==> src/rtl/mc_pkg.sv <==
// Shared encodings for the multi-cycle control sequencer:
// opcodes, FSM states and datapath mux selects.
package mc_pkg;

  localparam logic [2:0] OP_ADD  = 3'b000;
  localparam logic [2:0] OP_SLI  = 3'b001;
  localparam logic [2:0] OP_J    = 3'b010;
  localparam logic [2:0] OP_JAL  = 3'b011;
  localparam logic [2:0] OP_LW   = 3'b100;
  localparam logic [2:0] OP_SW   = 3'b101;
  localparam logic [2:0] OP_BEQ  = 3'b110;
  localparam logic [2:0] OP_ADDI = 3'b111;

  typedef enum logic [2:0] {
    ST_FETCH  = 3'd0,
    ST_DECODE = 3'd1,
    ST_EXEC   = 3'd2,
    ST_MEM    = 3'd3,
    ST_WB     = 3'd4,
    ST_FAULT  = 3'd7
  } state_e;

  localparam logic [1:0] ALU_OP_ADD  = 2'b00;
  localparam logic [1:0] ALU_OP_SUB  = 2'b01;
  localparam logic [1:0] ALU_OP_SLL  = 2'b10;
  localparam logic [1:0] ALU_OP_ADDI = 2'b11;

  localparam logic [1:0] PC_SRC_INC = 2'b00;
  localparam logic [1:0] PC_SRC_BR  = 2'b01;
  localparam logic [1:0] PC_SRC_JMP = 2'b10;

  localparam logic [1:0] ALUB_RT  = 2'b00;
  localparam logic [1:0] ALUB_ONE = 2'b01;
  localparam logic [1:0] ALUB_IMM = 2'b10;

  localparam logic [1:0] WB_ALU = 2'b00;
  localparam logic [1:0] WB_MEM = 2'b01;
  localparam logic [1:0] WB_PC  = 2'b10;

endpackage

==> src/rtl/mem_wait_timer.sv <==
// Counts stalled memory cycles; flags when the count
// has reached the timeout limit (limit 0 = never).
module mem_wait_timer #(
  parameter int MEM_TIMEOUT = 16,
  parameter int TW          = 5
) (
  input  logic i_clk,
  input  logic i_reset,
  input  logic i_clear,
  input  logic i_enable,
  input  logic i_mem_ready,
  output logic o_timeout
);

  localparam logic [TW-1:0] LIMIT = TW'(MEM_TIMEOUT);

  logic [TW-1:0] r_count;

  // Saturate so a disabled timeout never wraps.
  always_ff @(posedge i_clk) begin
    if (i_reset || i_clear) begin
      r_count <= '0;
    end else if (i_enable && !i_mem_ready && r_count != '1) begin
      r_count <= r_count + 1'b1;
    end
  end

  assign o_timeout = (MEM_TIMEOUT != 0) && (r_count == LIMIT);

endmodule

==> src/rtl/multicycle_control.sv <==
// Multi-cycle FSM sequencing the shared 16-bit datapath
// through FETCH/DECODE/EXEC/MEM/WB with a memory timeout.
module multicycle_control
  import mc_pkg::*;
#(
  parameter int MEM_TIMEOUT = 16,
  parameter int TW          = 5
) (
  input  logic       i_clk,
  input  logic       i_reset,
  input  logic       i_run,
  input  logic [2:0] i_opcode,
  input  logic       i_zero,
  input  logic       i_mem_ready,
  output logic       o_mem_read,
  output logic       o_mem_write,
  output logic       o_iord,
  output logic       o_ir_write,
  output logic       o_pc_write,
  output logic [1:0] o_pc_src,
  output logic [1:0] o_alu_src_b,
  output logic [1:0] o_alu_op,
  output logic       o_reg_write,
  output logic       o_reg_dst,
  output logic [1:0] o_wb_sel,
  output logic       o_instr_done,
  output logic       o_fault,
  output logic [2:0] o_state_dbg
);

  state_e     r_state;
  state_e     w_next;
  logic [2:0] r_opcode;
  logic       w_timeout;
  logic       w_clear;
  logic       w_req;

  assign w_clear = (w_next != r_state);
  assign w_req   = o_mem_read | o_mem_write;

  mem_wait_timer #(
    .MEM_TIMEOUT(MEM_TIMEOUT),
    .TW         (TW)
  ) u_timer (
    .i_clk      (i_clk),
    .i_reset    (i_reset),
    .i_clear    (w_clear),
    .i_enable   (w_req),
    .i_mem_ready(i_mem_ready),
    .o_timeout  (w_timeout)
  );

  always_ff @(posedge i_clk) begin
    if (i_reset) begin
      r_state  <= ST_FETCH;
      r_opcode <= OP_ADD;
    end else begin
      r_state <= w_next;
      if (r_state == ST_DECODE) begin
        r_opcode <= i_opcode;
      end
    end
  end

  always_comb begin
    w_next       = r_state;
    o_mem_read   = 1'b0;
    o_mem_write  = 1'b0;
    o_iord       = 1'b0;
    o_ir_write   = 1'b0;
    o_pc_write   = 1'b0;
    o_pc_src     = PC_SRC_INC;
    o_alu_src_b  = ALUB_RT;
    o_alu_op     = ALU_OP_ADD;
    o_reg_write  = 1'b0;
    o_reg_dst    = 1'b0;
    o_wb_sel     = WB_ALU;
    o_instr_done = 1'b0;
    o_fault      = 1'b0;
    o_state_dbg  = r_state;

    case (r_state)
      ST_FETCH: begin
        if (i_run) begin
          o_mem_read = 1'b1;
          if (i_mem_ready) begin
            o_ir_write = 1'b1;
            o_pc_write = 1'b1;
            w_next     = ST_DECODE;
          end else if (w_timeout) begin
            w_next = ST_FAULT;
          end
        end
      end
      // j/jal decide on the live IR; opcode_q is not valid yet.
      ST_DECODE: begin
        case (i_opcode)
          OP_J: begin
            o_pc_write   = 1'b1;
            o_pc_src     = PC_SRC_JMP;
            o_instr_done = 1'b1;
            w_next       = ST_FETCH;
          end
          OP_JAL: begin
            o_pc_write   = 1'b1;
            o_pc_src     = PC_SRC_JMP;
            o_reg_write  = 1'b1;
            o_wb_sel     = WB_PC;
            o_instr_done = 1'b1;
            w_next       = ST_FETCH;
          end
          default: w_next = ST_EXEC;
        endcase
      end
      ST_EXEC: begin
        case (r_opcode)
          OP_ADD: begin
            w_next = ST_WB;
          end
          OP_SLI: begin
            o_alu_src_b = ALUB_IMM;
            o_alu_op    = ALU_OP_SLL;
            w_next      = ST_WB;
          end
          OP_ADDI: begin
            o_alu_src_b = ALUB_IMM;
            o_alu_op    = ALU_OP_ADDI;
            w_next      = ST_WB;
          end
          OP_LW, OP_SW: begin
            o_alu_src_b = ALUB_IMM;
            o_alu_op    = ALU_OP_ADDI;
            w_next      = ST_MEM;
          end
          OP_BEQ: begin
            o_alu_op     = ALU_OP_SUB;
            o_pc_src     = PC_SRC_BR;
            o_pc_write   = i_zero;
            o_instr_done = 1'b1;
            w_next       = ST_FETCH;
          end
          default: w_next = ST_FETCH;
        endcase
      end
      ST_MEM: begin
        o_iord      = 1'b1;
        o_mem_read  = (r_opcode == OP_LW);
        o_mem_write = (r_opcode != OP_LW);
        if (i_mem_ready) begin
          if (r_opcode == OP_LW) begin
            w_next = ST_WB;
          end else begin
            o_instr_done = 1'b1;
            w_next       = ST_FETCH;
          end
        end else if (w_timeout) begin
          w_next = ST_FAULT;
        end
      end
      ST_WB: begin
        o_reg_write  = 1'b1;
        o_instr_done = 1'b1;
        o_reg_dst    = (r_opcode == OP_ADD);
        o_wb_sel     = (r_opcode == OP_LW) ? WB_MEM : WB_ALU;
        w_next       = ST_FETCH;
      end
      ST_FAULT: begin
        o_fault = 1'b1;
      end
      default: w_next = ST_FETCH;
    endcase

    if (i_reset) begin
      o_mem_read   = 1'b0;
      o_mem_write  = 1'b0;
      o_iord       = 1'b0;
      o_ir_write   = 1'b0;
      o_pc_write   = 1'b0;
      o_pc_src     = 2'b00;
      o_alu_src_b  = 2'b00;
      o_alu_op     = 2'b00;
      o_reg_write  = 1'b0;
      o_reg_dst    = 1'b0;
      o_wb_sel     = 2'b00;
      o_instr_done = 1'b0;
      o_fault      = 1'b0;
      o_state_dbg  = 3'd0;
    end
  end

endmodule
==> config.mk <==
export PLATFORM = sky130hd
export DESIGN_NAME = multicycle_control
export DESIGN_NICKNAME = d
export VERILOG_FILES = /design/src/rtl/mc_pkg.sv /design/src/rtl/mem_wait_timer.sv /design/src/rtl/multicycle_control.sv
export SDC_FILE = /design/constraint.sdc
export NUM_CORES = 1
export LEC_CHECK = 0
export BUFFER_PORTS_ARGS = -buffer_cell sky130_fd_sc_hd__buf_4
export CORE_MARGIN = 5
export CORE_UTILIZATION = 45
export DETAILED_ROUTE_END_ITERATION = 8
export PLACE_DENSITY_LB_ADDON = 0.15
export SLEW_MARGIN = 20
export SYNTH_ARGS = -nofsm -noshare
export SYNTH_HDL_FRONTEND = slang
export SYNTH_SLANG_ARGS = --single-unit
==> constraint.sdc <==
create_clock -name i_clk -period 1.5 [get_ports i_clk]
set_input_delay 0.3 -clock i_clk [delete_from_list [all_inputs] [get_ports i_clk]]
set_output_delay 0.3 -clock i_clk [all_outputs]
set_load 0.1 [all_outputs]
==> results.yml, run 1 <==
floorplanning:
  die_h_um: 55.18
  fp-row-count: 16
  io_pins: 28
  die_x_um: 55.18
  start_util_pct: 46.81
placement:
  place_hpwl_um: 2420
  gp_congestion: 0.9701
  portBuffers: 26
synth:
  ys.flop_type: "dfxtp_1"
  synth_fp_nets: 134
  synthCells: 123
  synth_cell_types: 44
  synth_edf_count: 0
  syn_area_per_cell_um2: 7.467
  seq_area_frac_synth_pct: 23.98
  yosys_warnings: 0
  syn-cell-area_um2: 918.4
  synth_seq_cells: 11
  synthArstFlopShare_pct: 0
outcome:
  failing_step: "4_1_cts"
  stop_error: "[ERROR DPL-0038] Utilization greater than 100%, impossible to legalize"
  run_status: "stopped before the end"
clock_tree:
  ctsResizeCount: 89
  postCtsSetupBuffers: 4
  cts.sinks: 11
  h-tree-depth: 1
  holdBufCountCts: 0
  root_buffer: "clkbuf_4"
  clockBufferDepth: 2
  cts_made_buffers: 3
==> per-stage QoR <==
| stage | area [µm²] | setup slack [ns] | hold slack (ns) | std cells | utilization [%] |
|---|---|---|---|---|---|
| 2_1_floorplan | 1145 | -1.201 | 0.4386 | 123 | - |
| 3_3_place_gp | 1580 | -0.2608 | 0.5336 | 205 | 80.55 |
| 3_5_place_dp | 1580 | -0.2940 | 0.5421 | 205 | 80.55 |
==> cells by family after synthesis <==
logic type / count (synthesis) / share of synthesized area, %
flops: 11 / 23.98
simple gates: 58 / 36.51
buf+inv: 17 / 7.765
mux: 4 / 4.360
compound gates: 25 / 18.94
fa+ha+maj: 4 / 5.178
xor+xnor: 3 / 2.862
other cells: 1 / 0.4083
==> cells in the mapped netlist (2+ instances only) <==
master	instances	area, µm²
nor3_1	8	40.04
dfxtp_1	11	220.2
nand2b_1	2	12.51
buf_2	3	15.01
nand3_1	4	20.02
and3_1	8	50.05
nor2b_1	3	18.77
ha_1	3	37.54
o22ai_1	3	18.77
a21oi_1	3	15.01
mux2i_1	4	40.04
o211ai_1	2	15.01
xor2_1	2	17.52
clkbuf_1	6	22.52
nand3b_1	2	15.01
a31oi_1	4	25.02
nor2_1	12	45.04
o21ai_0	4	20.02
nand2_1	7	26.28
inv_1	6	22.52
nor3b_1	3	22.52
==> inputs of run 2 (changes only) <==
--- a/config.mk
+++ b/config.mk
@@ -6,9 +6,9 @@
 export NUM_CORES = 1
 export LEC_CHECK = 0
 export BUFFER_PORTS_ARGS = -buffer_cell sky130_fd_sc_hd__buf_4
-export CORE_MARGIN = 5
-export CORE_UTILIZATION = 45
+export CORE_AREA = 5 5 66 68
 export DETAILED_ROUTE_END_ITERATION = 8
+export DIE_AREA = 0 0 71 73
 export PLACE_DENSITY_LB_ADDON = 0.15
 export SLEW_MARGIN = 20
 export SYNTH_ARGS = -nofsm -noshare
==> constraint.sdc (replaced) <==
create_clock -name i_clk -period 2 [get_ports i_clk]
set_input_delay 0.4 -clock i_clk [delete_from_list [all_inputs] [get_ports i_clk]]
set_output_delay 0.4 -clock i_clk [all_outputs]
set_load 0.1 [all_outputs]
==> run 2 against run 1 <==
- the run now ends clean
- synthesized cell count unchanged
- synthesized area unchanged
==> results.yml, run 2 <==
floorplanning:
  coreArea_um2: 3799
  io_pins: 28
  start_util_pct: 24.18
  die_x_um: 71
  die_area_um2: 5183
  die_h_um: 73
  fp-row-count: 23
sta:
  fmax_mhz: 509.1
  period_share_pct: 98.20
  hold_viol: 0
  worst_pin_slew_ns: 0.5317
  slew_headroom_pct: 63.63
  clock_skew_ns: 0.0007304
  drv_slew: 0
  tns_ns: 0
  finalHoldWorstSlack_ns: 0.4296
  fin_crit_ns: 1.964
  rsz0062_at_grt: "true"
  setup_viol_count_final: 0
synth:
  synth_compound_area_share_pct: 18.94
  synth_fp_nets: 134
  yosys.area.top_type: "dfxtp_1"
  synth_cell_types: 44
  ys_top_cells_by_area: "dfxtp_1, and3_1, nor2_1"
  synth_commonest_cells: "nor2_1, dfxtp_1, and3_1, nor3_1, nand2_1"
  synthXorXnorAreaFrac_pct: 2.861
  synth.most_common_cell: "nor2_1"
  synth_top_area_share_pct: 23.98
  synth_mux_area_share_pct: 4.360
  ys.flop_type: "dfxtp_1"
  synth_simple_gate_area_share_pct: 36.51
  syn-cell-area_um2: 918.4
  syn_area_per_cell_um2: 7.467
  synth_adder_area_share_pct: 5.177
  synthArstFlopShare_pct: 0
  synth_top_family_by_area: "simple AND/OR/NAND/NOR gates"
  synthCells: 123
  seq_area_frac_synth_pct: 23.98
  yosys_warnings: 0
  synth_seq_cells: 11
  synth_edf_count: 0
worst_hold_path:
  hold_path.class: "in -> reg"
clock_tree:
  cts.reportedPaths.clkPinSlew_ns: 0.05
  h-tree-depth: 1
  cts_tree: "done"
  cts.sinks: 11
  clock_latency_ns: 0.23
  cts_made_buffers: 3
  holdBufCountCts: 0
  clockBufferDepth: 2
  root_buffer: "clkbuf_8"
layout:
  area_delta_synth_final_pct: 77.93
  top_register: "u_timer.r_count"
  largest_reg_flops: 5
  reg_top3: "u_timer.r_count x5, r_opcode x3, r_state x3"
  antenna_cells: 0
  drive_gt1_share_pct: 52.12
  nNetsFinal: 177
  final_cell_mix: "buf_4, nor3_1, buf_6"
  final_common_cell: "buf_4"
  fin_util_pct: 43.02
pwr:
  p_total_uw: 806.2
  vdd_drop_max_uv: 264.6
  powerDensity_nw_per_um2: 493.4
  leakagePower_nw: 0.7255
critical_path:
  cp_slowest_stage_delay_ns: 0.36
  arrival_ns: 1.56
  cp-start-kind: "register"
  path_class: "reg -> out"
  slowest_stage: "dfxtp_4"
  cp_common_cell: "buf_4"
  cp.required_ns: 1.60
  crit_fanout: 6
  crit_chain: "nor3b_1, buf_4, a222oi_1, buf_4, nor2_4, buf_12"
  critical_path.endpoint_type: "primary output"
placement:
  place_hpwl_um: 2407
  portBuffers: 26
  gp_congestion: 0.8603
route:
  post_drt_wl_per_cell_um: 13.92
  vias: 1062
  drtIter0Drc: 39
  wl_um: 2993
  ant_nets: 0
  drcViolationCount: 0
  dr.pass1.iters: 4
  via_per_inst: 4.940
global_route:
  grt_pass1_vias: 1063
  grt_usage_pct: 11.59
  antenna_found_initial: 0
  grt_max_degree: 12
  overflow: 0
  grt_pass1_wl_um: 4926
run:
  maxCapViolCount: 0
outcome:
  run_status: "finished, final reports clean"
run 2: cell counts after synthesis:
Identical to the previous run, type by type.
run 2: worst paths after layout:
path,cells after the start,slack (ns),end,start
max,6,0.04,o_pc_write,r_state[0]
max reg2reg,7,0.20,u_timer.r_count[1],u_timer.r_count[1]
min,3,0.43,r_opcode[1],i_opcode[1]
min reg2reg,2,0.56,u_timer.r_count[4],u_timer.r_count[4]
run 2: where the power goes:
group	total (mW)	internal, mW	leakage, nW	switching [mW]
Sequential	0.246	0.230	0.0921	0.0164
Combinational	0.349	0.138	0.611	0.212
Clock	0.210	0.139	0.0228	0.0715
Total	0.806	0.507	0.726	0.300
run 2: per-stage QoR:
| stage | setup WS (ns) | instances | instance area [µm²] |
|---|---|---|---|
| floorplan | -0.8015 | 123 | 1106 |
| global placement | 0.09894 | 207 | 1414 |
| detailed placement | 0.04991 | 207 | 1414 |
| CTS | -0.002278 | 212 | 1569 |
| global route | -0.05982 | 215 | 1634 |
| finish | 0.03593 | 215 | 1634 |
run 2: area by class of cell:
class                           count  area [µm²]
Fill cell                         378        2165
Inverter                            6       26.28
Clock buffer                        4       45.04
Sequential cell                    11       230.2
Multi-Input combinational cell     95       804.5
Timing Repair Buffer               49       465.4
Tap cell                           50       62.56
run 2: timing repair:
action | in CTS | in global routing
pin swaps | 5 | 6
hold endpoints to repair | 0 | 0
setup buffers | 1 | 3
gates resized for setup | 27 | 10
endpoints found under the setup margin | 12 | 12
run 2: kinds of logic after synthesis:
group | after synthesis
AND/OR/NAND/NOR | 58
multiplexers | 4
XOR/XNOR | 3
other | 1
buffers and inverters | 17
adder cells (fa/ha/maj) | 4
flip-flops | 11
AO/OA/AOI/OAI | 25
run 2: critical path: cells and delay by family, from the launching register on:
family                 cells  cell delay, ns
DFF                        1            0.36
AOI/OAI and AO/OA          1            0.33
and+or+nand+nor            2            0.16
buffers and inverters      3            0.48
run 2: layer usage:
metal | share of wire, % | up-vias | GRT usage (%)
li1 | - | 535 | -
met1 | 46 | 500 | 14.30
met2 | 49 | 23 | 21.22
met3 | 3.9 | 4 | 1.377
met4 | 0.94 | 0 | 3.132
met5 | 0 | - | 0
No activity file was read; power rests on OpenSTA's default activity.
==> inputs of run 3 (changes only) <==
==> constraint.sdc (replaced) <==
create_clock -name i_clk -period 1.9 [get_ports i_clk]
set_input_delay 0.38 -clock i_clk [delete_from_list [all_inputs] [get_ports i_clk]]
set_output_delay 0.38 -clock i_clk [all_outputs]
set_load 0.1 [all_outputs]
==> run 3 against run 2 <==
- the flow now finishes with violations (negative setup slack)
- final cell count rose by 5.6%
- sequential share of layout area fell by 1.3 points
- sequential power rose by 4%
- final area rose by 12%
- clock power rose by 13%
- clock skew rose by 0.0024 ns
- via count rose by 6.6%
- critical path type unchanged
==> results.yml, run 3 (same netlist as run 2, synthesis figures left out) <==
outcome:
  run_status: "finished with violations"
  violations: "negative setup slack"
pwr:
  p_total_uw: 899.3
  vdd_drop_max_uv: 345.5
  leakagePower_nw: 0.7842
  powerDensity_nw_per_um2: 491.6
critical_path:
  crit_chain: "nand4b_1, or3_4, a31oi_4, buf_12"
  cp-start-kind: "register"
  r2r_slack_ns: 0.15
  r2r-start: "r_state[2]"
  slowest_stage: "or3_4"
  crit_fanout: 7
  cp.required_ns: 1.52
  worst-path-buf-inv: 1
  cp_top_family: "simple AND/OR/NAND/NOR gates"
  cp-endpoint: "o_instr_done"
  cp_slowest_stage_delay_ns: 0.38
  crit_path_start: "r_state[0]"
  crit_cells: 4
  arrival_ns: 1.59
  ff2ff_path_depth: 6
  r2r-end: "u_timer.r_count[0]"
  path_class: "reg -> out"
  critical_path.endpoint_type: "primary output"
clock_tree:
  cts.sinks: 11
  h-tree-depth: 1
  root_buffer: "clkbuf_8"
  cts.reportedPaths.clkPinSlew_ns: 0.05
  clockBufferDepth: 2
  cts_made_buffers: 3
  cts_tree: "done"
  holdBufCountCts: 0
  clock_latency_ns: 0.24
floorplanning:
  coreArea_um2: 3799
  die_h_um: 73
  start_util_pct: 24.18
  io_pins: 28
  fp-row-count: 23
  die_x_um: 71
  die_area_um2: 5183
global_route:
  antenna_found_initial: 0
  grt_pass1_wl_um: 5616
  grt_max_degree: 11
  grt_pass1_vias: 1190
  grt_usage_pct: 13.57
  overflow: 0
placement:
  pre_cts_ws_ns: -0.007359
  portBuffers: 26
  gp_congestion: 0.7960
  place_hpwl_um: 2493
layout:
  antenna_cells: 0
  area_delta_synth_final_pct: 99.18
  final_cell_mix: "buf_4, buf_12, nor2_4, nor3_1, dfxtp_1"
  reg_top3: "u_timer.r_count x5, r_opcode x3, r_state x3"
  nFillCells: 377
  nNetsFinal: 189
  largest_reg_flops: 5
  multiInputGateArea_um2: 842.1
  drive_gt1_share_pct: 60.45
  top_register: "u_timer.r_count"
  regArea_um2: 234.0
  final_common_cell: "buf_4"
  fin_util_pct: 48.16
route:
  wl_um: 3283
  via_per_inst: 4.987
  drtIter0Drc: 53
  ant_nets: 0
  drcViolationCount: 0
  vias: 1132
  post_drt_wl_per_cell_um: 14.46
  dr.pass1.iters: 4
sta:
  fin_crit_ns: 1.966
  setup_slack_ns: -0.06618
  finalHoldWorstSlack_ns: 0.3879
  fmax_mhz: 508.6
  drv_slew: 0
  clock_skew_ns: 0.003159
  tns_ns: -0.1892
  hold_viol: 0
  setup_viol_count_final: 4
  rsz0062_at_grt: "true"
  period_share_pct: 103.5
  slew_headroom_pct: 66.02
  worst_pin_slew_ns: 0.5097
run:
  maxCapViolCount: 0
worst_hold_path:
  hold_path.class: "in -> reg"
-- run 3: cell types whose count changed in the layout (fill, tap and decap cells not counted), sizes merged --
cell and change:
inv -1, clkinv +1, dlymetal6s2s -1, clkinvlp +1, buf +13, clkbuf -1
-- run 3: layout make-up --
cell class              instances  share of cell area [%]
clock buffers                   3                   2.257
clock inverters                 1                  0.2736
inverters                       6                   1.642
multi-input cells              95                   46.03
flip-flops and latches         11                   12.79
well taps                      50                   3.420
repair buffers                 61                   33.58
-- run 3: layer usage --
| layer | track usage (%) | vias up | wire [µm] |
|---|---|---|---|
| met5 | 0 | - | 0 |
| met4 | 6.263 | 0 | 51 |
| met3 | 1.791 | 5 | 115 |
| met2 | 24.51 | 26 | 1674 |
| met1 | 15.85 | 541 | 1442 |
| li1 | - | 560 | - |
-- run 3: tightest hold or removal path: cells and delay by family --
kind                   cells  cell delay (ns)
and+or+nand+nor            1             0.07
buffers and inverters      1             0.09
muxes                      1             0.05
-- run 3: timing repair --
item / CTS / global route
setup endpoints to repair: 14 / 20
resized for setup: 49 / 15
pin swaps: 9 / 8
setup buffers: 6 / 2
-- run 3: stage by stage --
step                      area (µm²)  instances
after floorplan                 1126        123
after global placement          1494        215
after detailed placement        1494        215
after CTS                       1759        225
after global routing            1829        227
final                           1829        227
-- run 3: where the power goes --
group	internal [mW]	total [mW]	switching (mW)
sequential	0.241	0.257	0.0164
clock	0.144	0.237	0.0927
combinational	0.169	0.405	0.237
total	0.554	0.899	0.346
-- run 3: worst min path at each step --
stage,start,cells after the start,to
after global placement,r_state[0],2,r_state[1]
final,i_opcode[0],3,r_opcode[0]
after CTS,i_opcode[0],3,r_opcode[0]
after detailed placement,u_timer.r_count[4],2,u_timer.r_count[4]
after floorplan,u_timer.r_count[4],2,u_timer.r_count[4]
after global routing,i_opcode[2],3,r_opcode[2]
